### src/rtl/run_detect_pkg.sv
// Shared types and constants for the run detector: FSM state encoding and
// the overlap-policy selector values.
package run_detect_pkg;

  typedef enum logic [1:0] {
    ST_IDLE,
    ST_RUN,
    ST_HOLD
  } state_e;

  localparam int MODE_RESTART = 0;
  localparam int MODE_OVERLAP = 1;
  localparam int MODE_REARM   = 2;

endpackage

### src/rtl/run_detect_sync_if.sv
// Pin-side bundle of the run detector: the raw serial input and clear go in,
// the synchronised input, hit pulse, hit count and saturation flag come out.
interface run_detect_sync_if #(
  parameter int CNT_W = 8
);
  logic             din_async;
  logic             clr;
  logic             din_sync;
  logic             hit;
  logic [CNT_W-1:0] hit_count;
  logic             sat;

  modport master (
    output din_async, clr,
    input  din_sync, hit, hit_count, sat
  );

  modport slave (
    input  din_async, clr,
    output din_sync, hit, hit_count, sat
  );
endinterface

### src/rtl/sync_chain.sv
// N-flop synchroniser for a single asynchronous input, cleared asynchronously.
// Shared by every pin that crosses into the clk domain.
module sync_chain #(
  parameter int STAGES = 2
) (
  input  logic clk,
  input  logic rst_n,
  input  logic d_i,
  output logic q_o
);

  logic [STAGES-1:0] sync_q;

  // NOTE: non-blocking assignment makes every stage sample the value its
  // neighbour held before the edge, so the chain shifts by exactly one flop.
  always_ff @(posedge clk or negedge rst_n) begin
    if (!rst_n) begin
      sync_q <= '0;
    end else begin
      sync_q <= {sync_q[STAGES-2:0], d_i};
    end
  end

  assign q_o = sync_q[STAGES-1];

endmodule

### src/rtl/run_detect_sync.sv
// Synchronises one asynchronous pin and detects runs of RUN_LEN ones under a
// selectable overlap policy, producing a hit pulse and a saturating hit count.
module run_detect_sync
  import run_detect_pkg::*;
#(
  parameter int SYNC_STAGES = 2,
  parameter int RUN_LEN     = 3,
  parameter int MODE        = 0,
  parameter int CNT_W       = 8
) (
  input logic             clk,
  input logic             rst_n,
  run_detect_sync_if.slave bus
);

  localparam int RUN_W = $clog2(RUN_LEN + 1);
  localparam logic [RUN_W-1:0] RUN_LAST = RUN_W'(RUN_LEN - 1);
  localparam logic [CNT_W-1:0] CNT_MAX  = '1;

  if (SYNC_STAGES < 2) begin : g_bad_sync_stages
    $error("run_detect_sync: SYNC_STAGES must be at least 2");
  end
  if (RUN_LEN < 2) begin : g_bad_run_len
    $error("run_detect_sync: RUN_LEN must be at least 2");
  end
  if (MODE < 0 || MODE > 2) begin : g_bad_mode
    $error("run_detect_sync: MODE must be 0, 1 or 2");
  end

  logic din_sync;

  sync_chain #(
    .STAGES (SYNC_STAGES)
  ) u_sync (
    .clk   (clk),
    .rst_n (rst_n),
    .d_i   (bus.din_async),
    .q_o   (din_sync)
  );

  state_e           state_q, state_d;
  logic [RUN_W-1:0] run_q,   run_d;
  logic             hit_q,   hit_d;
  logic [CNT_W-1:0] cnt_q,   cnt_d;
  logic             sat_q,   sat_d;

  // NOTE: every variable gets a default at the top of the block so no path
  // leaves one unassigned, which would otherwise infer a latch.
  always_comb begin
    state_d = state_q;
    run_d   = run_q;
    hit_d   = 1'b0;
    cnt_d   = cnt_q;
    sat_d   = sat_q;

    if (!din_sync) begin
      state_d = ST_IDLE;
      run_d   = '0;
    end else begin
      unique case (state_q)
        ST_IDLE, ST_RUN: begin
          if (run_q == RUN_LAST) begin
            hit_d = 1'b1;
            if (MODE == MODE_OVERLAP) begin
              state_d = ST_RUN;
              run_d   = RUN_LAST;
            end else if (MODE == MODE_REARM) begin
              state_d = ST_HOLD;
              run_d   = '0;
            end else begin
              state_d = ST_IDLE;
              run_d   = '0;
            end
          end else begin
            state_d = ST_RUN;
            run_d   = run_q + RUN_W'(1);
          end
        end
        ST_HOLD: begin
          state_d = ST_HOLD;
        end
        default: begin
          state_d = ST_IDLE;
          run_d   = '0;
        end
      endcase
    end

    // Clear takes priority, so a hit coinciding with clr is not counted.
    if (bus.clr) begin
      cnt_d = '0;
      sat_d = 1'b0;
    end else if (hit_d && (cnt_q != CNT_MAX)) begin
      cnt_d = cnt_q + CNT_W'(1);
      sat_d = sat_q | (cnt_d == CNT_MAX);
    end
  end

  always_ff @(posedge clk or negedge rst_n) begin
    if (!rst_n) begin
      state_q <= ST_IDLE;
      run_q   <= '0;
      hit_q   <= 1'b0;
      cnt_q   <= '0;
      sat_q   <= 1'b0;
    end else begin
      state_q <= state_d;
      run_q   <= run_d;
      hit_q   <= hit_d;
      cnt_q   <= cnt_d;
      sat_q   <= sat_d;
    end
  end

  assign bus.din_sync  = din_sync;
  assign bus.hit       = hit_q;
  assign bus.hit_count = cnt_q;
  assign bus.sat       = sat_q;

endmodule
### src/flat_wrapper.sv
// flat-port wrapper written by rule: the top's interface ports become plain ports
module run_detect_sync_flat import run_detect_pkg::*;
#(
  parameter int SYNC_STAGES = 2,
  parameter int RUN_LEN     = 3,
  parameter int MODE        = 0,
  parameter int CNT_W       = 8
)
  (clk, rst_n, bus_din_async, bus_clr, bus_din_sync, bus_hit, bus_hit_count, bus_sat);
  run_detect_sync_if #(.CNT_W(CNT_W)) bus_i ();
  input logic clk;
  input logic rst_n;
  input wire logic [$bits(bus_i.din_async)-1:0] bus_din_async;
  input wire logic [$bits(bus_i.clr)-1:0] bus_clr;
  output wire logic [$bits(bus_i.din_sync)-1:0] bus_din_sync;
  output wire logic [$bits(bus_i.hit)-1:0] bus_hit;
  output wire logic [$bits(bus_i.hit_count)-1:0] bus_hit_count;
  output wire logic [$bits(bus_i.sat)-1:0] bus_sat;
  assign bus_i.din_async = bus_din_async;
  assign bus_i.clr = bus_clr;
  assign bus_din_sync = bus_i.din_sync;
  assign bus_hit = bus_i.hit;
  assign bus_hit_count = bus_i.hit_count;
  assign bus_sat = bus_i.sat;
  run_detect_sync #(.SYNC_STAGES(SYNC_STAGES), .RUN_LEN(RUN_LEN), .MODE(MODE), .CNT_W(CNT_W)) u_core (.clk(clk), .rst_n(rst_n), .bus(bus_i));
endmodule
### config.mk
export PLATFORM = sky130hd
export DESIGN_NAME = run_detect_sync_flat
export DESIGN_NICKNAME = d
export VERILOG_FILES = /design/src/rtl/run_detect_pkg.sv /design/src/rtl/run_detect_sync_if.sv /design/src/rtl/sync_chain.sv /design/src/rtl/run_detect_sync.sv /design/src/flat_wrapper.sv
export SDC_FILE = /design/constraint.sdc
export NUM_CORES = 1
export LEC_CHECK = 0
export ABC_AREA = 1
export BUFFER_PORTS_ARGS = -buffer_cell sky130_fd_sc_hd__clkbuf_2
export CAP_MARGIN = 10
export CORE_MARGIN = 4
export CORE_UTILIZATION = 50
export DETAILED_ROUTE_END_ITERATION = 10
export PLACE_DENSITY_LB_ADDON = 0.1
export SLEW_MARGIN = 20
export SYNTH_ARGS = -nofsm -noshare
export SYNTH_HDL_FRONTEND = slang
export SYNTH_SLANG_ARGS = --single-unit
### constraint.sdc
create_clock -name clk -period 1.5 [get_ports clk]
set_clock_uncertainty 0.1 [all_clocks]
set_input_delay 0.3 -clock clk [delete_from_list [all_inputs] [get_ports clk]]
set_output_delay 0.3 -clock clk [all_outputs]
set_load 0.005 [all_outputs]
---- Word-level counts from Yosys, hierarchy flattened ----
Cells that the tools add are included.
W data, S select, Z words.
storage, ports and cells
  flip-flop bits (word level) ............. 16
  input port bits ......................... 4
  output and inout port bits .............. 11
  logic and storage cells ................. 32
operators by class
  add/sub/neg operators ................... 2
  equality and inequality tests ........... 6
  multiplexer cells ....................... 13
  bitwise gates (word level) .............. 1
  reduce and logical (&&, ||, !) cells .... 4
operators by type and width
  cell                   count
  $mux W8                2
  $add A8 B1 Y8 const B  1
  $eq A8 B8 Y1 const B   1
  $ne A8 B8 Y1 const B   1
  $pmux W2 S2            2
  $mux W1                6
  $mux W2                3
  $eq A2 B2 Y1 const B   2
  $add A2 B1 Y2 const B  1
  $eq A2 B1 Y1 const B   1
  $logic_not A2 Y1       1
  $ne A2 B2 Y1 const B   1
  $reduce_bool A2 Y1     1
  $reduce_or A2 Y1       1
  $logic_and A1 B1 Y1    1
  $or A1 B1 Y1           1

---- Logic depth before layout (Yosys ltp) ----
Gate-level depths: netlist of the first run.
  word-level depth ........................ 7
  gate-level depth with buffers ........... 9
  mapped depth without buffers ............ 9

---- Hierarchy ----
Synthesis of the first run repeated with hierarchy kept, for this count alone.
unflattened totals
  cells, all modules ...................... 97
  area total of the unflattened synthesis .. 795.8 µm²
by module, submodules not included
  module           instances  cells each  area each (µm²)  sequential area each (µm²)
  run_detect_sync  1          95          745.7            350.3
  sync_chain       1          2           50.0             50.0

---- Worst setup path after synthesis of the first run ----
No wires, ideal clock.
  path type ............................... reg2reg
  start point ............................. register u_core.cnt_q[0], in the netlist u_core.bus.hit_count[0]
  end point ............................... register u_core.sat_q, in the netlist u_core.bus.sat
  setup time .............................. 0.065 ns
  arrival time ............................ 1.189 ns
  data required time ...................... 1.335 ns
  slack ................................... 0.146 ns
  cell stages (with the launch flop) ...... 9
  path buffers ............................ 0
  period minus slack after synthesis ...... 1.354 ns
  path through ............................ dfrtp_1 ha_1 nand2_2 nor2_2 nand2_2 nand3_4 nor2_1 nand3_1 nand2_1
on the way
  word-level cells in the longest chain between the ends .. 5
  elaborated cells on any way between the ends .. 8
  classes of those cells .................. 1 x add/sub; 2 x eq/ne; 2 x mux; 1 x bitwise; 2 x reduce/logical
RTL lines
  item                    RTL line                RTL
  start, declared         run_detect_sync.sv:44   logic [CNT_W-1:0] cnt_q, cnt_d;
  start signal, assigned  run_detect_sync.sv:110  cnt_q <= cnt_d;
  $add A8 B1 Y8           run_detect_sync.sv:94   cnt_d = cnt_q + CNT_W'(1);
  $eq A8 B8 Y1            run_detect_sync.sv:95   sat_d = sat_q | (cnt_d == CNT_MAX);
  $or A1 B1 Y1            run_detect_sync.sv:95
  $mux W1                 run_detect_sync.sv:93   end else if (hit_d && (cnt_q != CNT_MAX)) begin
  $mux W1                 run_detect_sync.sv:90   if (bus.clr) begin
  end signal, assigned    run_detect_sync.sv:111  sat_q <= sat_d;
  end, declared           run_detect_sync.sv:45   logic sat_q, sat_d;
Several ways; a longest one is shown, not always the timed one. The select of a mux whose other input is x is not followed.
A chain may end at the register's enable or synchronous reset.

---- Final worst setup path of the first run ----
Same ends and word-level chain as after synthesis.

==> results.md, run 1 <==
* Most frequent cells in the layout: nand2_1, dfrtp_1, clkbuf_2, inv_1
* Die width at 47.7 um
* Slew Viols, Final at 0
* Hold_ws at 0.261 ns
* Vias in the first global route at 618
* Setup slack, reg-to-reg at 0.10 ns
* FF+latch count, synth at 16
* Pre-antenna DRT Iters at 4
* Compound-cell area share of the yosys netlist at 10.0%
* Avg WL per Cell at 12.3 um
* CP startpoint kind: register
* Post-synthesis mux area share at 0%
* FF-to-FF End: u_core.bus.sat$_DFFE_PN0P_
* TritonCTS clock tree: built
* Register area at 400 um2
* Initial antenna violation count at 0
* DP Cell Count at 125
* Worst hold stages at 0
* Ys Warns at 0
* WP data required at 1.63 ns
* CTS Sinks at 16
* Avg Cell Area, Syn at 8.48 um2
* Global Route Usage Sum at 17.8%
* Max Cap Viol at 0
* # IOs at 15
* Placed Area at 893 um2
* Iteration-0 DRC Markers at 20
* Hold Path Class: register to register
* Synth cell types at 18
* Post-DP HPWL at 1170 um
* Syn Nets at 99
* Critical Path AT at 1.53 ns
* CP max stage cell: dfrtp_1
* Vias at 701
* Worst-case clock buffer depth at 2
* Setup CP Type: register to register
* Largest family of logic cells by synthesized area: simple AND/OR/NAND/NOR gates
* RSZ-0062 raised after global routing: yes
* Crit end category: register
* Num rows at 14
* Area Growth Syn to Fin at 23.3%
* Most common cell after layout, fill and taps aside: nand2_1
* Least-Margin Pin Slew at 0.382 ns
* Post-Synth XOR/XNOR Area at 0%
* Post-Synth Adder-Cell Area at 3.17%
* First-pass GRT wire length at 2810 um
* Critical path peak fanout at 5
* Antenna viol nets, final at 0
* Fraction of final layout cells sized beyond drive strength 1 at 29.3%
* Lkg Pwr at 0.000448 uW
* H-tree levels at 1
* Period utilization at 93.2%
* Clock Root Buffer: clkbuf_4
* Via density at 5.31
* Routed WL at 1620 um
* Port bufs at 14
* Multi-input gate area at 365 um2
* Reg2reg path depth at 7
* Post-synthesis sequential area ratio at 50.8%
* Peak VDD IR at 0.639 mV
* Largest net degree at the start of global routing at 17
* Final instance area at 972 um2
* Starting Density at 52.3%
* Synthesized area at 788 um2
* CP peak stage delay at 0.37 ns
* Final Non-Filler Cells at 132
* GRT overflow at 0
* Synthesized instance count at 93
* Die area at 0.00228 mm2
* Drc violations at 0
* Final Wtd Congestion at 0.823
* Period minus WS final at 1.40 ns
* Core ar. at 0.00151 mm2
* Worst skew pair latency at 0.29 ns
* Hold path endpoint: u_core.u_sync.sync_q[1]$_DFF_PN0_
* Sum Neg Setup Slack at 0 ns
* Maximum operating frequency at 0.715 GHz
* Num CTS Buffers at 3
* Simple-Gate Fraction of Synth Area at 30.3%
* Outcome: finished clean
* Power density over the cells at 807 mW/mm2
* Final #Nets at 123
* # fillers at 135
* Die H at 47.7 um
* FF-to-FF Start: u_core.bus.hit_count[0]$_DFFE_PN0P_
* Clock slew at reported path FFs at 0.10 ns
* Final hold vios at 0
* Hold Path Origin: u_core.u_sync.sync_q[0]$_DFF_PN0_
* Max_slew headroom at 74.5%
* Number of diodes at 0
* Setup violators final at 0
* Crit-path cells: buf_4, nand3_1, o21ai_1, nand2_1, nor2_1, nand3_1, nand2_1
Yosys cell counts:
cell / count / area (um2)
nand2_1: 24 / 90.1
dfrtp_1: 16 / 400
inv_1: 11 / 41.3
nor2_1: 10 / 37.5
nand3_1: 8 / 40.0
o21ai_0: 5 / 25.0
o22ai_1: 5 / 31.3
nand2_2: 3 / 18.8
ha_1: 2 / 25.0
a21oi_1: 1 / 5.00
inv_2: 1 / 3.75
nand2_4: 1 / 11.3
nand3_4: 1 / 17.5
nor2_2: 1 / 6.26
nor2_4: 1 / 11.3
o21ai_1: 1 / 5.00
o31ai_2: 1 / 12.5
or2_2: 1 / 6.26
final cells by class:
type,instances,area share [%]
well taps,16,2.06
multi-input cells,66,37.6
flip-flops and latches,16,41.2
clock buffers,4,3.73
repair buffers,18,10.8
inverters,12,4.63
kinds of logic (layout without fill, tap and decap cells):
| group | after synthesis | count (layout) |
|---|---|---|
| adders and majority gates | 2 | 2 |
| AOI/OAI and AO/OA | 13 | 13 |
| and+or+nand+nor | 50 | 51 |
| buffers and inverters | 12 | 34 |
| DFF | 16 | 16 |
state kept, by name, summed over array words and instances, names as in the netlist:
name / flops
u_core.bus.hit: 1
u_core.bus.hit_count: 8
u_core.bus.sat: 1
u_core.run_q: 2
u_core.state_q: 2
u_core.u_sync.sync_q: 2
what timing repair did:
action,in CTS,in global routing
buffers inserted,0,0
hold buffers,1,1
hold endpoints to repair,16,1
resized for setup,0,5
setup endpoints to repair,0,3
report_power, final:
group	switching [uW]	internal (uW)	leakage [uW]
Clock	138	148	0.0000210
Sequential	6.34	442	0.000215
Combinational	32.0	18.9	0.000212
Total	176	608	0.000448
metrics by stage:
stage	utilization [%]	setup slack, ns	total power (uW)
after floorplan	-	0.146	479
after global placement	59.3	0.135	500
after detailed placement	59.3	0.100	502
after CTS	62.4	0.0788	790
after global routing	64.5	-0.0317	828
final	64.5	0.102	785
how the worst max path moves through the flow:
stage,start,slack (ns),cells after the start,end
final,u_core.bus.hit_count[0]$_DFFE_PN0P_,0.10,7,u_core.bus.sat$_DFFE_PN0P_
after global routing,u_core.bus.hit_count[0]$_DFFE_PN0P_,-0.03,7,u_core.bus.hit_count[6]$_DFFE_PN0P_
after CTS,u_core.bus.hit_count[0]$_DFFE_PN0P_,0.08,8,u_core.bus.sat$_DFFE_PN0P_
after detailed placement,u_core.bus.hit_count[0]$_DFFE_PN0P_,0.10,8,u_core.bus.sat$_DFFE_PN0P_
after global placement,u_core.bus.hit_count[1]$_DFFE_PN0P_,0.13,9,u_core.bus.sat$_DFFE_PN0P_
after floorplan,u_core.bus.hit_count[0]$_DFFE_PN0P_,0.15,8,u_core.bus.sat$_DFFE_PN0P_
routing by layer:
metal	share of wire (%)	GRT usage (%)	wire, um	vias to the layer above
met1	49	26.1	795	323
met2	42	23.5	684	24
met4	2.3	10.8	37	0
li1	-	-	-	348
met5	0	0	0	-
met3	6.2	3.76	101	6
worst max-delay path, delay by kind of cell (launching register included):
kind / cells / cell delay (ns)
flops: 1 / 0.37
compound gates: 1 / 0.20
simple gates: 5 / 0.55
buf+inv: 1 / 0.14
Note: power is estimated with default switching activity, not from simulation.
==> inputs of run 2 (changes only) <==
--- a/config.mk
+++ b/config.mk
@@ -9,8 +9,9 @@
 export BUFFER_PORTS_ARGS = -buffer_cell sky130_fd_sc_hd__clkbuf_2
 export CAP_MARGIN = 10
 export CORE_MARGIN = 4
-export CORE_UTILIZATION = 50
+export CORE_UTILIZATION = 40
 export DETAILED_ROUTE_END_ITERATION = 10
+export MAX_ROUTING_LAYER = met4
 export PLACE_DENSITY_LB_ADDON = 0.1
 export SLEW_MARGIN = 20
 export SYNTH_ARGS = -nofsm -noshare
==> run 2 against run 1 <==
Power rose by 0.14%. Die area grew 21%. Routed wire length grew 4.9%. Combinational power down 4%. Fmax fell by 1.6%. Sequential share of layout area grew 0.053 points. Design area down 0.13%. Non-clock buffer count shrank 1. Register-to-register slack worse by 0.02 ns. First-iteration DRC count fell by 45%.
==> results.md, run 2 (synthesized netlist as in run 1, its figures left out) <==
* Critical path peak fanout at 5
* Most frequent cells in the layout: nand2_1, dfrtp_1, clkbuf_2, inv_1, nor2_1
* Area Growth Syn to Fin at 23.2%
* Comb power frac at 6.2%
* Pint at 606 uW
* Initial antenna violation count at 0
* Via density at 5.08
* Largest net degree at the start of global routing at 17
* Fraction of final layout cells sized beyond drive strength 1 at 29.6%
* Peak VDD IR at 0.512 mV
* Sw Pwr at 180 uW
* Antenna viol nets, final at 0
* Max reg flops at 8
* Final Wtd Congestion at 0.801
* WP data required at 1.63 ns
* Num CTS Buffers at 3
* Outcome: finished clean
* Period utilization at 94.7%
* Global Route Usage Sum at 14.8%
* Least-Margin Pin Slew at 0.397 ns
* Die width at 52.4 um
* Power Total at 786 uW
* Worst-case clock buffer depth at 2
* Max_slew headroom at 73.5%
* Vias at 711
* Crit end category: register
* Avg WL per Cell at 12.1 um
* Clock Root Buffer: clkbuf_4
* Number of diodes at 0
* Final #Nets at 122
* Worst skew pair latency at 0.29 ns
* Power density over the cells at 809 mW/mm2
* Max Cap Viol at 0
* Lkg Pwr at 0.000446 uW
* Post-DP HPWL at 1160 um
* Slew Viols, Final at 0
* First-pass GRT wire length at 2880 um
* Port bufs at 14
* Num rows at 15
* Sw Share at 22.9%
* Sequential Power Share at 57.0%
* CP max stage cell: dfrtp_1
* Period minus WS final at 1.42 ns
* Crit-path cells: ha_1, nand2_2, nor2_2, nand2_2, nand3_4, nor2_2, nand3_1, nand2_1
* Setup CP Type: register to register
* Pre-antenna DRT Iters at 4
* Most common cell after layout, fill and taps aside: nand2_1
* CTS Sinks at 16
* Vias in the first global route at 659
* Hold_ws at 0.0206 ns
* Critical Path AT at 1.55 ns
* Clock slew at reported path FFs at 0.11 ns
* Starting Density at 43.7%
* Die H at 52.4 um
* TritonCTS clock tree: built
* Maximum operating frequency at 0.704 GHz
* H-tree levels at 1
* GRT overflow at 0
* Drc violations at 0
* Hold Path Class: input port to register
* Iteration-0 DRC Markers at 11
* Routed WL at 1700 um
* Clk network pwr share at 36.8%
* CP startpoint kind: register
* RSZ-0062 raised after global routing: yes
* # IOs at 15
* Final hold vios at 0
* CP peak stage delay at 0.39 ns
* Die area at 0.00274 mm2
* Core ar. at 0.00180 mm2
* # fillers at 175
* Setup violators final at 0
run 2: power groups by stage:
stage / logic (uW) / registers, uW / clock network (uW)
2_1_floorplan: 22.4 / 457 / 0
6_report: 48.9 / 448 / 289
5_1_grt: 56.8 / 450 / 315
4_1_cts: 48.3 / 448 / 296
3_3_place_gp: 45.6 / 456 / 0
3_5_place_dp: 46.1 / 456 / 0
run 2: layer usage:
layer | share of wire [%] | track usage [%] | routed length [um]
met3 | 8.0 | 2.85 | 135
met1 | 47 | 19.4 | 797
met4 | 2.0 | 6.81 | 34
met2 | 43 | 21.9 | 729
met5 | 0 | - | 0
run 2: area by class of cell:
| class | count | area (um2) | area share [%] |
|---|---|---|---|
| Sequential cell | 16 | 400 | 41.2 |
| Tap cell | 25 | 31.3 | 3.22 |
| Inverter | 12 | 45.0 | 4.64 |
| Timing Repair Buffer | 17 | 95.1 | 9.79 |
| Multi-Input combinational cell | 66 | 363 | 37.4 |
| Clock buffer | 4 | 36.3 | 3.74 |
run 2: path summary, 6_finish.rpt:
check                                                     from                                  end  slack, ns  depth (start not counted)
min reg2reg                  u_core.u_sync.sync_q[0]$_DFF_PN0_    u_core.u_sync.sync_q[1]$_DFF_PN0_       0.26                          0
min in group asynchronous                                rst_n  u_core.bus.hit_count[5]$_DFFE_PN0P_       0.36                          2
max reg2reg                u_core.bus.hit_count[0]$_DFFE_PN0P_           u_core.bus.sat$_DFFE_PN0P_       0.08                          8
max in group asynchronous                                rst_n          u_core.run_q[1]$_DFFE_PN0P_       0.64                          2
max                        u_core.bus.hit_count[0]$_DFFE_PN0P_           u_core.bus.sat$_DFFE_PN0P_       0.08                          8
min                                              bus_din_async    u_core.u_sync.sync_q[0]$_DFF_PN0_       0.02                          1
run 2: through the flow:
stage / utilization [%] / area (um2) / worst slack, ns / instances / TNS (ns)
finish: 53.9 / 971 / 0.0794 / 140 / 0
global route: 53.9 / 971 / -0.0126 / 140 / -0.0190
CTS: 52.8 / 951 / 0.0763 / 139 / 0
detailed placement: 50.2 / 905 / 0.105 / 134 / 0
global placement: 50.2 / 905 / 0.107 / 134 / 0
floorplan: - / 788 / 0.146 / 93 / 0
run 2: repair_timing:
item	in CTS	in global routing
hold buffers	1	0
resized for setup	0	4
buffers inserted	0	0
endpoints found under the setup margin	0	1
endpoints found under the hold margin	16	0
run 2: critical path, delay by kind of cell (launching register included):
kind          cells  cell delay (ns)
simple gates      7             0.66
flops             1             0.39
fa+ha+maj         1             0.22
==> inputs of run 3 (changes only) <==
--- a/config.mk
+++ b/config.mk
@@ -5,7 +5,6 @@
 export SDC_FILE = /design/constraint.sdc
 export NUM_CORES = 1
 export LEC_CHECK = 0
-export ABC_AREA = 1
 export BUFFER_PORTS_ARGS = -buffer_cell sky130_fd_sc_hd__clkbuf_2
 export CAP_MARGIN = 10
 export CORE_MARGIN = 4
==> run 3 against run 2 <==
The run now ends with negative setup slack left. Routed wire length increased by 7.1%. Power is 5.5% higher. Worst hold slack improved by 0.20 ns. Sequential cell count unchanged. Sequential share of layout area decreased by 8.0 points. Fmax fell by 15%. Largest cell class is now multi-input combinational cells.
==> results.md, run 3 <==
* Yosys top cell area share at 51.3%
* Predominant post-synthesis flop cell: dfrtp_1
* Ys Warns at 0
* Via density at 4.80
* Number of diodes at 0
* Setup slack, reg-to-reg at -0.17 ns
* Starting Density at 43.8%
* Routed WL at 1820 um
* Synthesized instance count at 73
* Setup CP Type: register to register
* First-pass GRT wire length at 3150 um
* Global Route Usage Sum at 17.0%
* Final core occ at 68.1%
* Crit end category: register
* Syn Nets at 79
* Critical Path AT at 1.76 ns
* Initial antenna violation count at 0
* Power density over the cells at 683 mW/mm2
* RSZ-0062 raised after global routing: yes
* Final #Nets at 120
* Least-Margin Pin Slew at 0.387 ns
* Final hold vios at 0
* Port bufs at 14
* Avg WL per Cell at 13.2 um
* # IOs at 15
* Vias in the first global route at 686
* Antenna viol nets, final at 0
* Most frequent cell after synthesis: dfrtp_1
* Die H at 52.2 um
* Ranking of synthesized cells by area: dfrtp_1, xor2_1, nor2_1, ha_1, nor2b_1
* Most frequent cells in the layout: clkbuf_2, buf_4, dfrtp_1, nor2_1, buf_6
* Final WS setup at -0.168 ns
* FF-to-FF Start: u_core.bus.hit_count[1]$_DFFE_PN0P_
* Lkg Pwr at 0.000557 uW
* Num CTS Buffers at 3
* Max Cap Viol at 0
* Violated checks: negative setup slack
* FF-to-FF End: u_core.bus.sat$_DFFE_PN0P_
* Largest net degree at the start of global routing at 17
* Outcome: finished, violations left
* Synthesized area at 781 um2
* Critical path peak fanout at 4
* Period utilization at 111%
* Slew Viols, Final at 0
* Max reg flops at 8
* Final Wtd Congestion at 0.822
* Clock slew at reported path FFs at 0.10 ns
* Iteration-0 DRC Markers at 5
* Avg Cell Area, Syn at 10.7 um2
* Final instance area at 0.00121 mm2
* H-tree levels at 1
* Pre-antenna DRT Iters at 4
* Power Total at 829 uW
* Die area at 0.00272 mm2
* Dominant cell type by area after synthesis: dfrtp_1
* TritonCTS clock tree: built
* Core ar. at 0.00178 mm2
* Hold path endpoint: u_core.bus.hit_count[7]$_DFFE_PN0P_
* Period minus WS final at 1.67 ns
* Die width at 52.2 um
* CTS Sinks at 16
* Number of synthesized flops with an enable pin at 0
* Drc violations at 0
* CP startpoint kind: register
* WP data required at 1.60 ns
* Num rows at 15
* Post-DP HPWL at 1220 um
* GRT overflow at 0
* Worst-case clock buffer depth at 2
* Reg2reg path depth at 7
* Vias at 662
* Area Growth Syn to Fin at 55.6%
* Max_slew headroom at 74.2%
* Worst hold stages at 3
* Clock Root Buffer: clkbuf_4
* Synth cell count leaders: dfrtp_1, nor2_1, xor2_1, nor2b_1
* Asr flop ratio synth at 100%
* Post-synthesis sequential area ratio at 51.3%
* Maximum operating frequency at 0.599 GHz
* Synth cell types at 30
* Fraction of final layout cells sized beyond drive strength 1 at 50.4%
* Hold Path Class: input port to register
* Placed Area at 0.00104 mm2
* Setup violators final at 9
* Peak VDD IR at 0.436 mV
* FF+latch count, synth at 16
* Worst skew pair latency at 0.29 ns
* Hold Path Origin: bus_clr
[run 3: logic make-up after synthesis]
| kind of cell | share of synthesized area (%) |
|---|---|
| mux | 1.44 |
| simple gates | 22.9 |
| flops | 51.3 |
| compound gates | 11.4 |
| xor+xnor | 7.85 |
| buf+inv | 1.92 |
| fa+ha+maj | 3.20 |
[run 3: timing repair]
| action | CTS | global route |
|---|---|---|
| hold endpoints to repair | 16 | 1 |
| hold buffers | 1 | 1 |
| pin swaps | 12 | 4 |
| endpoints found under the setup margin | 9 | 10 |
| buffers inserted | 3 | 1 |
| gates resized for setup | 12 | 6 |
[run 3: layer usage]
| metal | track usage (%) | routed length [um] | vias up |
|---|---|---|---|
| li1 | - | - | 337 |
| met4 | 11.5 | 59 | 0 |
| met5 | - | 0 | - |
| met2 | 24.1 | 775 | 15 |
| met3 | 2.56 | 58 | 5 |
| met1 | 22.4 | 924 | 305 |
[run 3: power by group]
part / internal (uW) / total (uW) / leakage, uW / switching, uW
Clock: 148 / 286 / 0.0000210 / 139
Sequential: 443 / 451 / 0.000210 / 7.82
Combinational: 49.4 / 91.9 / 0.000326 / 42.4
Total: 640 / 829 / 0.000557 / 189
[run 3: area by class of cell]
| class | count | area, um2 |
|---|---|---|
| fill | 146 | 568 |
| multi-input combinational | 53 | 449 |
| sequential | 16 | 404 |
| timing repair buffer | 37 | 283 |
| clock buffer | 4 | 36.3 |
| tap | 25 | 31.3 |
| inverter | 3 | 11.3 |
[run 3: worst max path at each step]
stage                                             start                                   to  slack, ns  cells past startpoint
global placement    u_core.bus.hit_count[3]$_DFFE_PN0P_           u_core.bus.sat$_DFFE_PN0P_      -0.16                      5
global route        u_core.bus.hit_count[1]$_DFFE_PN0P_           u_core.bus.sat$_DFFE_PN0P_      -0.24                      7
detailed placement  u_core.bus.hit_count[0]$_DFFE_PN0P_           u_core.bus.sat$_DFFE_PN0P_      -0.16                      7
floorplan           u_core.bus.hit_count[0]$_DFFE_PN0P_  u_core.bus.hit_count[3]$_DFFE_PN0P_      -0.19                      6
CTS                 u_core.bus.hit_count[2]$_DFFE_PN0P_           u_core.bus.sat$_DFFE_PN0P_      -0.18                      5
finish              u_core.bus.hit_count[1]$_DFFE_PN0P_           u_core.bus.sat$_DFFE_PN0P_      -0.17                      7
[run 3: per-stage QoR]
step           std cells  setup TNS [ns]  setup WS (ns)  hold WS, ns
2_1_floorplan         73           -1.16         -0.187      -0.0956
3_3_place_gp         129          -0.689         -0.161        0.138
3_5_place_dp         129           -1.07         -0.161        0.142
4_1_cts              137          -0.677         -0.178      0.00573
5_1_grt              138           -1.34         -0.241        0.228
6_report             138          -0.662         -0.168        0.224
[run 3: worst max-delay path: stages (launching register included)]
cell and delay (ns):
dfrtp_2 0.44, ha_4 0.18, buf_4 0.13, a21oi_2 0.11, mux2_2 0.16, a21o_1 0.12, nand3_2 0.08, o32ai_2 0.25
